$ cat config.mk
export PLATFORM = sky130hd
export DESIGN_NAME = reg_port_ctrl
export DESIGN_NICKNAME = d
export VERILOG_FILES = /design/src/rtl/reg_port_pkg.sv /design/src/rtl/pc_operand_adj.sv /design/src/rtl/reg_port_ctrl.sv
export SDC_FILE = /design/constraint.sdc
export NUM_CORES = 1
export LEC_CHECK = 0
export CAP_MARGIN = 20
export CORE_MARGIN = 3
export CORE_UTILIZATION = 35
export CTS_CLUSTER_SIZE = 20
export DETAILED_ROUTE_END_ITERATION = 16
export PLACE_DENSITY = 0.67
export SYNTH_ARGS = -nofsm -noshare
export SYNTH_HDL_FRONTEND = slang
export SYNTH_HIERARCHICAL = 1
export SYNTH_SLANG_ARGS = --single-unit
$ cat constraint.sdc
create_clock -name clk_i -period 6.5 [get_ports clk_i]
set_input_delay 0.975 -clock clk_i [delete_from_list [all_inputs] [get_ports clk_i]]
set_output_delay 0.975 -clock clk_i [all_outputs]
set_load 0.05 [all_outputs]
$ cat src/rtl/reg_port_pkg.sv
// Shared state encoding and PC-related constants for the register-port controller.
package reg_port_pkg;

   typedef enum logic [2:0] {
      ST_IDLE     = 3'd0,
      ST_READ     = 3'd1,
      ST_ISSUE    = 3'd2,
      ST_WAIT_RES = 3'd3,
      ST_COMMIT   = 3'd4
   } state_e;

   localparam logic [3:0]  PC_SELECT      = 4'd15;
   localparam logic [31:0] PC_INC         = 32'd4;
   localparam logic [31:0] PC_READ_OFFSET = 32'd8;

endpackage

$ cat src/rtl/pc_operand_adj.sv
// Substitutes the pipelined PC view (PC + 8) when an operand index selects the PC.
module pc_operand_adj
   import reg_port_pkg::*;
(
   input  logic [3:0]  idx_i,
   input  logic [31:0] data_i,
   input  logic [31:0] pc_data_i,
   output logic [31:0] operand_o
);

   assign operand_o = (idx_i == PC_SELECT) ? (pc_data_i + PC_READ_OFFSET) : data_i;

endmodule

$ cat src/rtl/reg_port_ctrl.sv
// Register-port controller: reads operands, hands them to the ALU, collects the
// result and commits it plus the PC advance to the register bank.
//
// state     | meaning
// ST_IDLE   | ready for a new request
// ST_READ   | selects driven with latched Rn/Rm, operands captured at cycle end
// ST_ISSUE  | operands offered to ALU until taken
// ST_WAIT_RES | waiting for ALU result (write-back requests only)
// ST_COMMIT | one-cycle bank write of PC+4 and, with write-back, Rd
module reg_port_ctrl
   import reg_port_pkg::*;
(
   input  logic        clk_i,
   input  logic        rst_n_i,
   input  logic        req_valid_i,
   output logic        req_ready_o,
   input  logic [3:0]  req_rn_i,
   input  logic [3:0]  req_rm_i,
   input  logic [3:0]  req_rd_i,
   input  logic        req_wb_i,
   output logic [3:0]  rb_read_a_select_o,
   output logic [3:0]  rb_read_b_select_o,
   input  logic [31:0] rb_read_a_data_i,
   input  logic [31:0] rb_read_b_data_i,
   input  logic [31:0] rb_read_pc_data_i,
   output logic [3:0]  rb_write_select_o,
   output logic        rb_write_en_o,
   output logic [31:0] rb_write_data_o,
   output logic        rb_write_pc_en_o,
   output logic [31:0] rb_write_pc_data_o,
   output logic        op_valid_o,
   input  logic        op_ready_i,
   output logic [31:0] op_a_o,
   output logic [31:0] op_b_o,
   input  logic        res_valid_i,
   input  logic [31:0] res_data_i,
   output logic        res_ready_o
);

   state_e      state_q, state_d;
   logic [3:0]  rn_q, rn_d, rm_q, rm_d, rd_q, rd_d;
   logic        wb_q, wb_d;
   logic [31:0] op_a_q, op_a_d, op_b_q, op_b_d, res_q, res_d;
   logic [31:0] adj_a, adj_b;

   pc_operand_adj u_adj_a (
      .idx_i     (rn_q),
      .data_i    (rb_read_a_data_i),
      .pc_data_i (rb_read_pc_data_i),
      .operand_o (adj_a)
   );

   pc_operand_adj u_adj_b (
      .idx_i     (rm_q),
      .data_i    (rb_read_b_data_i),
      .pc_data_i (rb_read_pc_data_i),
      .operand_o (adj_b)
   );

   always_ff @(posedge clk_i or negedge rst_n_i) begin
      if (!rst_n_i) begin
         state_q <= ST_IDLE;
         rn_q    <= '0;
         rm_q    <= '0;
         rd_q    <= '0;
         wb_q    <= 1'b0;
         op_a_q  <= '0;
         op_b_q  <= '0;
         res_q   <= '0;
      end else begin
         state_q <= state_d;
         rn_q    <= rn_d;
         rm_q    <= rm_d;
         rd_q    <= rd_d;
         wb_q    <= wb_d;
         op_a_q  <= op_a_d;
         op_b_q  <= op_b_d;
         res_q   <= res_d;
      end
   end

   always_comb begin
      state_d            = state_q;
      rn_d               = rn_q;
      rm_d               = rm_q;
      rd_d               = rd_q;
      wb_d               = wb_q;
      op_a_d             = op_a_q;
      op_b_d             = op_b_q;
      res_d              = res_q;
      req_ready_o        = 1'b0;
      rb_read_a_select_o = '0;
      rb_read_b_select_o = '0;
      rb_write_select_o  = '0;
      rb_write_en_o      = 1'b0;
      rb_write_data_o    = '0;
      rb_write_pc_en_o   = 1'b0;
      rb_write_pc_data_o = '0;
      op_valid_o         = 1'b0;
      res_ready_o        = 1'b0;

      unique case (state_q)
         ST_IDLE: begin
            // Gate with reset so ready stays low for the whole reset pulse.
            req_ready_o = rst_n_i;
            if (req_valid_i) begin
               rn_d    = req_rn_i;
               rm_d    = req_rm_i;
               rd_d    = req_rd_i;
               wb_d    = req_wb_i;
               state_d = ST_READ;
            end
         end
         ST_READ: begin
            rb_read_a_select_o = rn_q;
            rb_read_b_select_o = rm_q;
            op_a_d             = adj_a;
            op_b_d             = adj_b;
            state_d            = ST_ISSUE;
         end
         ST_ISSUE: begin
            op_valid_o = 1'b1;
            if (op_ready_i) begin
               state_d = wb_q ? ST_WAIT_RES : ST_COMMIT;
            end
         end
         ST_WAIT_RES: begin
            res_ready_o = 1'b1;
            if (res_valid_i) begin
               res_d   = res_data_i;
               state_d = ST_COMMIT;
            end
         end
         ST_COMMIT: begin
            // The bank drops the PC port itself when Rd is the PC.
            rb_write_pc_en_o   = 1'b1;
            rb_write_pc_data_o = rb_read_pc_data_i + PC_INC;
            if (wb_q) begin
               rb_write_en_o     = 1'b1;
               rb_write_select_o = rd_q;
               rb_write_data_o   = res_q;
            end
            state_d = ST_IDLE;
         end
         default: state_d = ST_IDLE;
      endcase
   end

   assign op_a_o = op_a_q;
   assign op_b_o = op_b_q;

endmodule

==> metrics.md, run 1 <==
| Metric | Value |
|---|---|
| Mapped Area | `roughly 7200 sq um` |
| First-iteration detailed-routing DRC count | `approximately 400` |
| # resized after CTS | `0` |
| Bufs on Longest Clock Path | `2` |
| Area growth from synthesis to layout | `47.9%` |
| Max FO, Critical Path | `17` |
| Post-Syn Instances | `782` |
| Ys Warns | `6` |
| Peak VDD IR | `roughly 0.00028 V` |
| Antenna violations before repair | `1` |
| Clk_lat worst skew | `between 0.3 and 0.4 ns` |
| Largest net degree at the start of global routing | `73` |
| Die Height | `~150 microns` |
| Rel. slew slack | `~34%` |
| Share of cells above drive strength 1 | `~15%` |
| Clk slew on worst S/H paths | `~0.080 ns` |
| Register area share after synthesis | `roughly 39%` |
| Busiest grt layer | `met2` |
| RSZ-0062 raised after global routing | `no` |
| Core area | `slightly below 20000 sq um` |
| Data required, critical path | `approximately 5.5 ns` |
| Skew final | `around 0.012 ns` |
| Total grt overflow | `0` |
| Fmax | `around 0.18 GHz` |
| Overall power | `4.38 mW` |
| RePlAce Congestion | `between 0.8 and 0.9` |
| Die Width | `about 150 microns` |
| Starting Density | `between 30% and 40%` |
| Syn Nets | `between 900 and 1000` |
| Drt drc | `0` |
| # Post-CTS Setup Buffers | `0` |
| Crit Path Class | `input port to primary output` |
| Yosys top cell by area | `dfrtp_1` |
| Sink Count | `112` |
| Launch point of the critical path | `rb_read_pc_data_i[6]` |
| First-pass GRT wire length | `a little over 40000 microns` |
| Wirelength per Cell | `~20 microns` |
| Class of the tightest hold or removal check | `register to register` |
| Flop-to-flop setup slack | `around 4.4 ns` |
| Cell variety after synth | `42` |
| Max-cap viol count | `0` |
| Crit. End Element | `primary output` |
| Least-Margin Pin Slew | `between 0.9 and 1 ns` |
| Setup violations, final | `0` |
| IO Pins | `between 200 and 300` |
| Minimum clock period | `between 5 and 6 ns` |
| Hold Vio Cnt, Final | `0` |
| Setup_tns | `0 ns` |
| Buffers on Ports | `290` |
| DP HPWL | `19100 microns` |
| Row count | `~50` |
| Met3 usage | `under 10%` |
| First-pass detailed-route iteration total | `5` |
| Most numerous cell in the Yosys netlist | `dfrtp_1` |
| Ys flop type | `dfrtp_1` |
| Async set-or-reset flop fraction in the synthesized netlist | `100%` |
| Pins Over Slew Limit | `0` |
| EDFF count, synth | `0` |
| Via count | `about 7200` |
| GR Layer Usage met1 | `between 20% and 30%` |
| DRT antenna net count | `0` |
| Root Buffer | `clkbuf_16` |
| CTS tree | `done` |
| WP data arrival | `approximately 4.6 ns` |
| Num CTS Buffers | `9` |
| Startpoint Class | `input port` |
| DRT Wirelength | `26200 microns` |
| Leak Pwr | `approximately 4.2 nW` |
| Outcome | `complete, no violations` |
| # hold bufs at CTS | `0` |
| Syn avg cell area | `between 9 and 10 sq um` |
| Vias in the first global route | `slightly above 7000` |
| Met2 usage | `39.4%` |
| Die ar. | `around 22000 sq um` |
| Synth Register Bits | `112` |
| Gr usage total | `22.8%` |
| Most frequent cells after synthesis | `dfrtp_1 (112), mux2_2 (110), nand2_1 (90), and3_1 (42)` |
| Hold Startpoint | `res_q[19]` |
| Top cell type's share of synthesized area | `about 39%` |
| Routed vias/inst | `roughly 5.5` |
| R2r startpoint | `state_q[0]` |
| Fraction of the cycle the final worst path needs | `between 80 and 90%` |
| PwrDens | `between 400 and 500 nW/um^2` |
| Synth area leaders | `dfrtp_1 (39%), mux2_2 (17%), nand2_1 (4.7%), and3_1 (3.6%), or4_1 (3.2%)` |
| Fin nets | `1193` |
| H-tree levels | `3` |
## cell families (layout without fill, tap and decap cells)
| kind of cell | Yosys count | count (layout) | synth area share, % |
|---|---|---|---|
| other cells | 0 | 1 | 0 |
| simple gates | 343 | 343 | 26.2 |
| flops | 112 | 112 | 38.8 |
| fa+ha+maj | 3 | 3 | 0.520 |
| compound gates | 119 | 119 | 10.1 |
| buf+inv | 65 | 332 | 3.66 |
| mux | 110 | 110 | 17.2 |
| xor+xnor | 30 | 30 | 3.64 |
## worst max-delay path, cell delays in order
cell	delay (ns)
clkdlybuf4s50_1	0.82
nand3_1	0.30
or4_1	0.88
or4b_1	0.60
a21oi_1	0.15
clkdlybuf4s50_1	0.82
## layer usage
layer	share of wire, %	wire length, microns	up-vias
met5	0	0	-
met4	2.5	663	0
met3	6.5	1710	35
met2	50	13000	226
met1	41	10800	3543
li1	-	-	3435
## layout by cell type, fill, tap and decap left out, types with 9 or more instances in the layout
cell and instances:
a21oi_1 20, a31oi_1 22, and2_1 16, and3_1 42, and4_1 14, buf_4 18
clkbuf_16 9, clkdlybuf4s50_1 289, dfrtp_1 112, mux2_2 110, nand2_1 90, nand3_1 39
nand4_1 26, nor2_1 41, o21ai_0 40, o31ai_1 19, or3_1 17, or4_1 31
xnor2_1 14, xor2_1 16
## cell type report
type | instances | area [sq um]
fill | 1866 | 9170
multi-input combinational | 605 | 4160
timing repair buffer | 308 | 3040
sequential | 112 | 2800
tap | 265 | 332
clock buffer | 10 | 239
clock inverter | 6 | 70.1
inverter | 8 | 30.0
antenna | 1 | 2.50
## metrics by stage
stage / std cells / setup slack [ns] / hold slack [ns] / util [%] / instance area, sq um
after floorplan: 782 / 2.40 / 0.471 / - / 7220
after global placement: 1297 / 1.03 / 0.479 / 52.2 / 10400
after detailed placement: 1297 / 0.985 / 0.487 / 52.2 / 10400
after CTS: 1313 / 0.985 / 0.506 / 53.7 / 10700
after global routing: 1315 / 0.780 / 0.515 / 53.8 / 10700
final: 1315 / 0.961 / 0.503 / 53.8 / 10700
## path summary, 6_finish.rpt
path                                               end  cells after the start
worst max-delay path            rb_write_pc_data_o[25]                      6
worst min-delay path                         res_q[19]                      1
worst max register to register               op_a_o[6]                      3
worst min register to register               res_q[19]                      1
max in group asynchronous                    res_q[28]                      3
min in group asynchronous                      rn_q[1]                      1
## flip-flops by register name, summed over array words and instances, names as in the netlist
| signal | count |
|---|---|
| wb_q | 1 |
| rn_q | 4 |
| op_b_o | 32 |
| rd_q | 4 |
| res_q | 32 |
| rm_q | 4 |
| state_q | 3 |
| op_a_o | 32 |
## report_power, final
group	internal, mW	leakage [nW]	switching [mW]
Sequential	1.05	1.34	0.218
Combinational	0.982	2.68	1.53
Clock	0.285	0.151	0.306
Total	2.32	4.16	2.06
(Power assumes the default switching activity.)
==> run 2, diff against run 1 <==
ABC_AREA = 1   (was unset)
PLACE_DENSITY = 0.65   (was 0.67)
==> metrics.md, run 2 <==
| Metric | Value |
|---|---|
| Die ar. | `24700 sq um (was 22400 sq um)` |
| Bufs on Longest Clock Path | `2 (unchanged)` |
| Clk_lat worst skew | `0.36 ns (was 0.37 ns)` |
| # hold bufs at CTS | `0 (unchanged)` |
| WP data arrival | `3.59 ns (was 4.56 ns)` |
| RSZ-0062 raised after global routing | `no (unchanged)` |
| Syn avg cell area | `6.11 sq um (was 9.23 sq um)` |
| Async set-or-reset flop fraction in the synthesized netlist | `100% (unchanged)` |
| Buffers on Ports | `290 (unchanged)` |
| Minimum clock period | `4.56 ns (was 5.54 ns)` |
| First-pass detailed-route iteration total | `5 (unchanged)` |
| Least-Margin Pin Slew | `0.912 ns (was 0.984 ns)` |
| Met3 usage | `5.42% (was 5.09%)` |
| Ys flop type | `dfrtp_1 (unchanged)` |
| Largest net degree at the start of global routing | `67 (was 73)` |
| R2R cell count | `6 (was 3)` |
| Antenna violations before repair | `0 (was 1)` |
| R2r startpoint | `state_q[2] (was state_q[0])` |
| Outcome | `complete, no violations (unchanged)` |
| Drt drc | `0 (unchanged)` |
| Setup crit end | `rb_write_pc_data_o[16] (was rb_write_pc_data_o[25])` |
| Synth area leaders | `dfrtp_1 (35%), nand2_1 (29%), nor2_1 (7.6%), nand3_1 (6.8%), inv_1 (3.7%) (was dfrtp_1 (39%), mux2_2 (17%), nand2_1 (4.7%), and3_1 (3.6%), or4_1 (3.2%))` |
| First-pass GRT wire length | `45600 microns (was 40200 microns)` |
| DP HPWL | `21700 microns (was 19100 microns)` |
| Met2 usage | `38.6% (was 39.4%)` |
| Max FO, Critical Path | `9 (was 17)` |
| Pins Over Slew Limit | `0 (unchanged)` |
| Top cell type's share of synthesized area | `35.0% (was 38.8%)` |
| Via count | `8880 (was 7239)` |
| Gr usage total | `23.2% (was 22.8%)` |
| DRT Wirelength | `29100 microns (was 26200 microns)` |
| # resized after CTS | `0 (unchanged)` |
| Root Buffer | `clkbuf_16 (unchanged)` |
| Register area share after synthesis | `35.0% (was 38.8%)` |
| Row count | `54 (was 51)` |
| Die Height | `157 microns (was 150 microns)` |
| Synth Register Bits | `112 (unchanged)` |
| Total grt overflow | `0 (unchanged)` |
| Fraction of the cycle the final worst path needs | `70.2% (was 85.2%)` |
| Most frequent cells after synthesis | `nand2_1 (628), nor2_1 (161), dfrtp_1 (112), nand3_1 (109), inv_1 (78) (was dfrtp_1 (112), mux2_2 (110), nand2_1 (90), and3_1 (42))` |
| GR Layer Usage met1 | `30.5% (was 28.4%)` |
| Sink Count | `112 (unchanged)` |
| Fmax | `0.219 GHz (was 0.181 GHz)` |
| Clk slew on worst S/H paths | `0.07 ns (was 0.08 ns)` |
| Max-cap viol count | `0 (unchanged)` |
| Setup_tns | `0 ns (unchanged)` |
| Crit Path Class | `input port to primary output (unchanged)` |
| Hold Vio Cnt, Final | `0 (unchanged)` |
| Routed vias/inst | `4.79 (was 5.50)` |
| Peak VDD IR | `0.000175 V (was 0.000276 V)` |
| EDFF count, synth | `0 (unchanged)` |
| DRT antenna net count | `0 (unchanged)` |
| IO Pins | `291 (unchanged)` |
| Hold Startpoint | `op_a_o[27] (was res_q[19])` |
| # Post-CTS Setup Buffers | `0 (unchanged)` |
| Fin nets | `1719 (was 1193)` |
| Data required, critical path | `5.52 ns (about the same)` |
| Fillers | `2254 (was 1866)` |
| RePlAce Congestion | `0.891 (was 0.820)` |
| Leak Pwr | `5.34 nW (was 4.16 nW)` |
| Most frequent cells in the layout | `nand2_1 (627), clkdlybuf4s50_1 (289), nor2_1 (161), dfrtp_1 (112), nand3_1 (109) (was clkdlybuf4s50_1 (289), dfrtp_1 (112), mux2_2 (110), nand2_1 (90), and3_1 (42))` |
| Worst path cell trace | `clkdlybuf4s50_1 -> ha_1 -> nand2_1 -> nor2_1 -> nand2_1 -> nor2_1 -> o21ai_0 -> nor2_1 -> clkdlybuf4s50_1 (was clkdlybuf4s50_1 -> nand3_1 -> or4_1 -> or4b_1 -> a21oi_1 -> clkdlybuf4s50_1)` |
| Startpoint Class | `input port (unchanged)` |
| Post-Syn Instances | `1308 (was 782)` |
| Flop-to-flop setup slack | `4.14 ns (was 4.41 ns)` |
| Num CTS Buffers | `9 (unchanged)` |
| Yosys top cell by area | `dfrtp_1 (unchanged)` |
| Crit. End Element | `primary output (unchanged)` |
| Mapped Area | `8000 sq um (was 7220 sq um)` |
| Setup violations, final | `0 (unchanged)` |
| Core area | `22200 sq um (was 19800 sq um)` |
| Share of cells above drive strength 1 | `5.78% (was 14.9%)` |
| Starting Density | `36.1% (was 36.4%)` |
| Class of the tightest hold or removal check | `register to register (unchanged)` |
| Vias in the first global route | `8488 (was 7118)` |
| Cell variety after synth | `30 (was 42)` |
| CP max-delay cell | `clkdlybuf4s50_1 (was or4_1)` |
| Most numerous cell in the Yosys netlist | `nand2_1 (was dfrtp_1)` |
| Busiest grt layer | `met2 (unchanged)` |
| Crit-path max cell delay | `0.81 ns (was 0.88 ns)` |
| Post-layout util | `51.5% (was 53.8%)` |
| CP dominant cell by count | `nor2_1 (was clkdlybuf4s50_1)` |
| Rel. slew slack | `39.1% (was 34.4%)` |
| Wirelength per Cell | `15.7 microns (was 19.9 microns)` |
| Area growth from synthesis to layout | `42.8% (was 47.9%)` |
| Syn Nets | `1457 (was 931)` |
| Skew final | `0.0167 ns (was 0.0115 ns)` |
| Reg-to-reg endpoint | `op_a_o[17] (was op_a_o[6])` |
| H-tree levels | `3 (unchanged)` |
| # diodes | `0 (was 1)` |
| PwrDens | `372 nW/um^2 (was 410 nW/um^2)` |
| First-iteration detailed-routing DRC count | `593 (was 399)` |
| Ys Warns | `6 (unchanged)` |
| Launch point of the critical path | `rb_read_pc_data_i[3] (was rb_read_pc_data_i[6])` |
| Die Width | `157 microns (was 150 microns)` |
| CTS tree | `done (unchanged)` |
| Commonest non-fill, non-tap cell in the layout | `nand2_1 (was clkdlybuf4s50_1)` |
run 2: changes by cell type after synthesis, sizes merged, moves of 14 or more:
cell	before	now
o31ai	19	0
and3	42	0
clkbuf	41	20
nand3	41	109
nor2	41	198
mux2	110	0
nand2	90	644
and4	14	0
or4	33	0
inv	8	87
a31oi	22	0
nand4	27	2
or3	17	0
run 2: report_power, final:
part	total [mW]	leakage, nW	switching, mW	internal [mW]
Clock	0.599	0.156	0.282	0.317
Sequential	1.21	1.39	0.183	1.03
Combinational	2.44	3.80	1.68	0.759
run 2: cells by family after synthesis:
kind of cell | Yosys count | synth area share (%)
AO/OA/AOI/OAI | 73 | 4.82
XOR/XNOR | 14 | 1.53
adder cells (fa/ha/maj) | 3 | 0.469
buffers and inverters | 135 | 6.99
flip-flops | 112 | 35.0
AND/OR/NAND/NOR | 971 | 51.1
run 2: final cells by class:
class,count,area (sq um),share of cell area (%)
Multi-Input combinational cell,1061,4640,40.6
Timing Repair Buffer,299,2990,26.2
Sequential cell,112,2800,24.5
Tap cell,280,350,3.07
Inverter,87,327,2.86
Clock buffer,10,239,2.09
Clock inverter,6,77.6,0.679
run 2: through the flow:
stage / instance area [sq um] / instances / setup slack, ns / hold WS (ns) / power (mW)
floorplan: 8000 / 1308 / 3.18 / 0.442 / 2.79
global placement: 11100 / 1838 / 1.96 / 0.453 / 3.63
detailed placement: 11100 / 1838 / 1.94 / 0.457 / 3.66
CTS: 11400 / 1854 / 1.92 / 0.476 / 4.28
global route: 11400 / 1855 / 1.72 / 0.494 / 4.53
finish: 11400 / 1855 / 1.94 / 0.469 / 4.25
run 2: how the worst min path moves through the flow:
stage	end	slack, ns	depth (start not counted)
final	op_a_o[27]	0.47	2
after global routing	res_q[9]	0.49	2
after CTS	op_a_o[27]	0.48	2
after detailed placement	op_a_o[9]	0.46	2
after global placement	op_a_o[13]	0.45	2
after floorplan	res_q[0]	0.44	2
run 2: worst max-delay path: cells and delay by family:
family	cells	cell delay, ns
compound gates	1	0.12
fa+ha+maj	1	0.26
buf+inv	2	1.50
simple gates	5	0.73
run 2: routing by layer:
layer	up-vias	wire length [microns]
met5	-	0
met3	29	2150
met4	0	583
met1	4028	12900
met2	288	13400
li1	4535	-
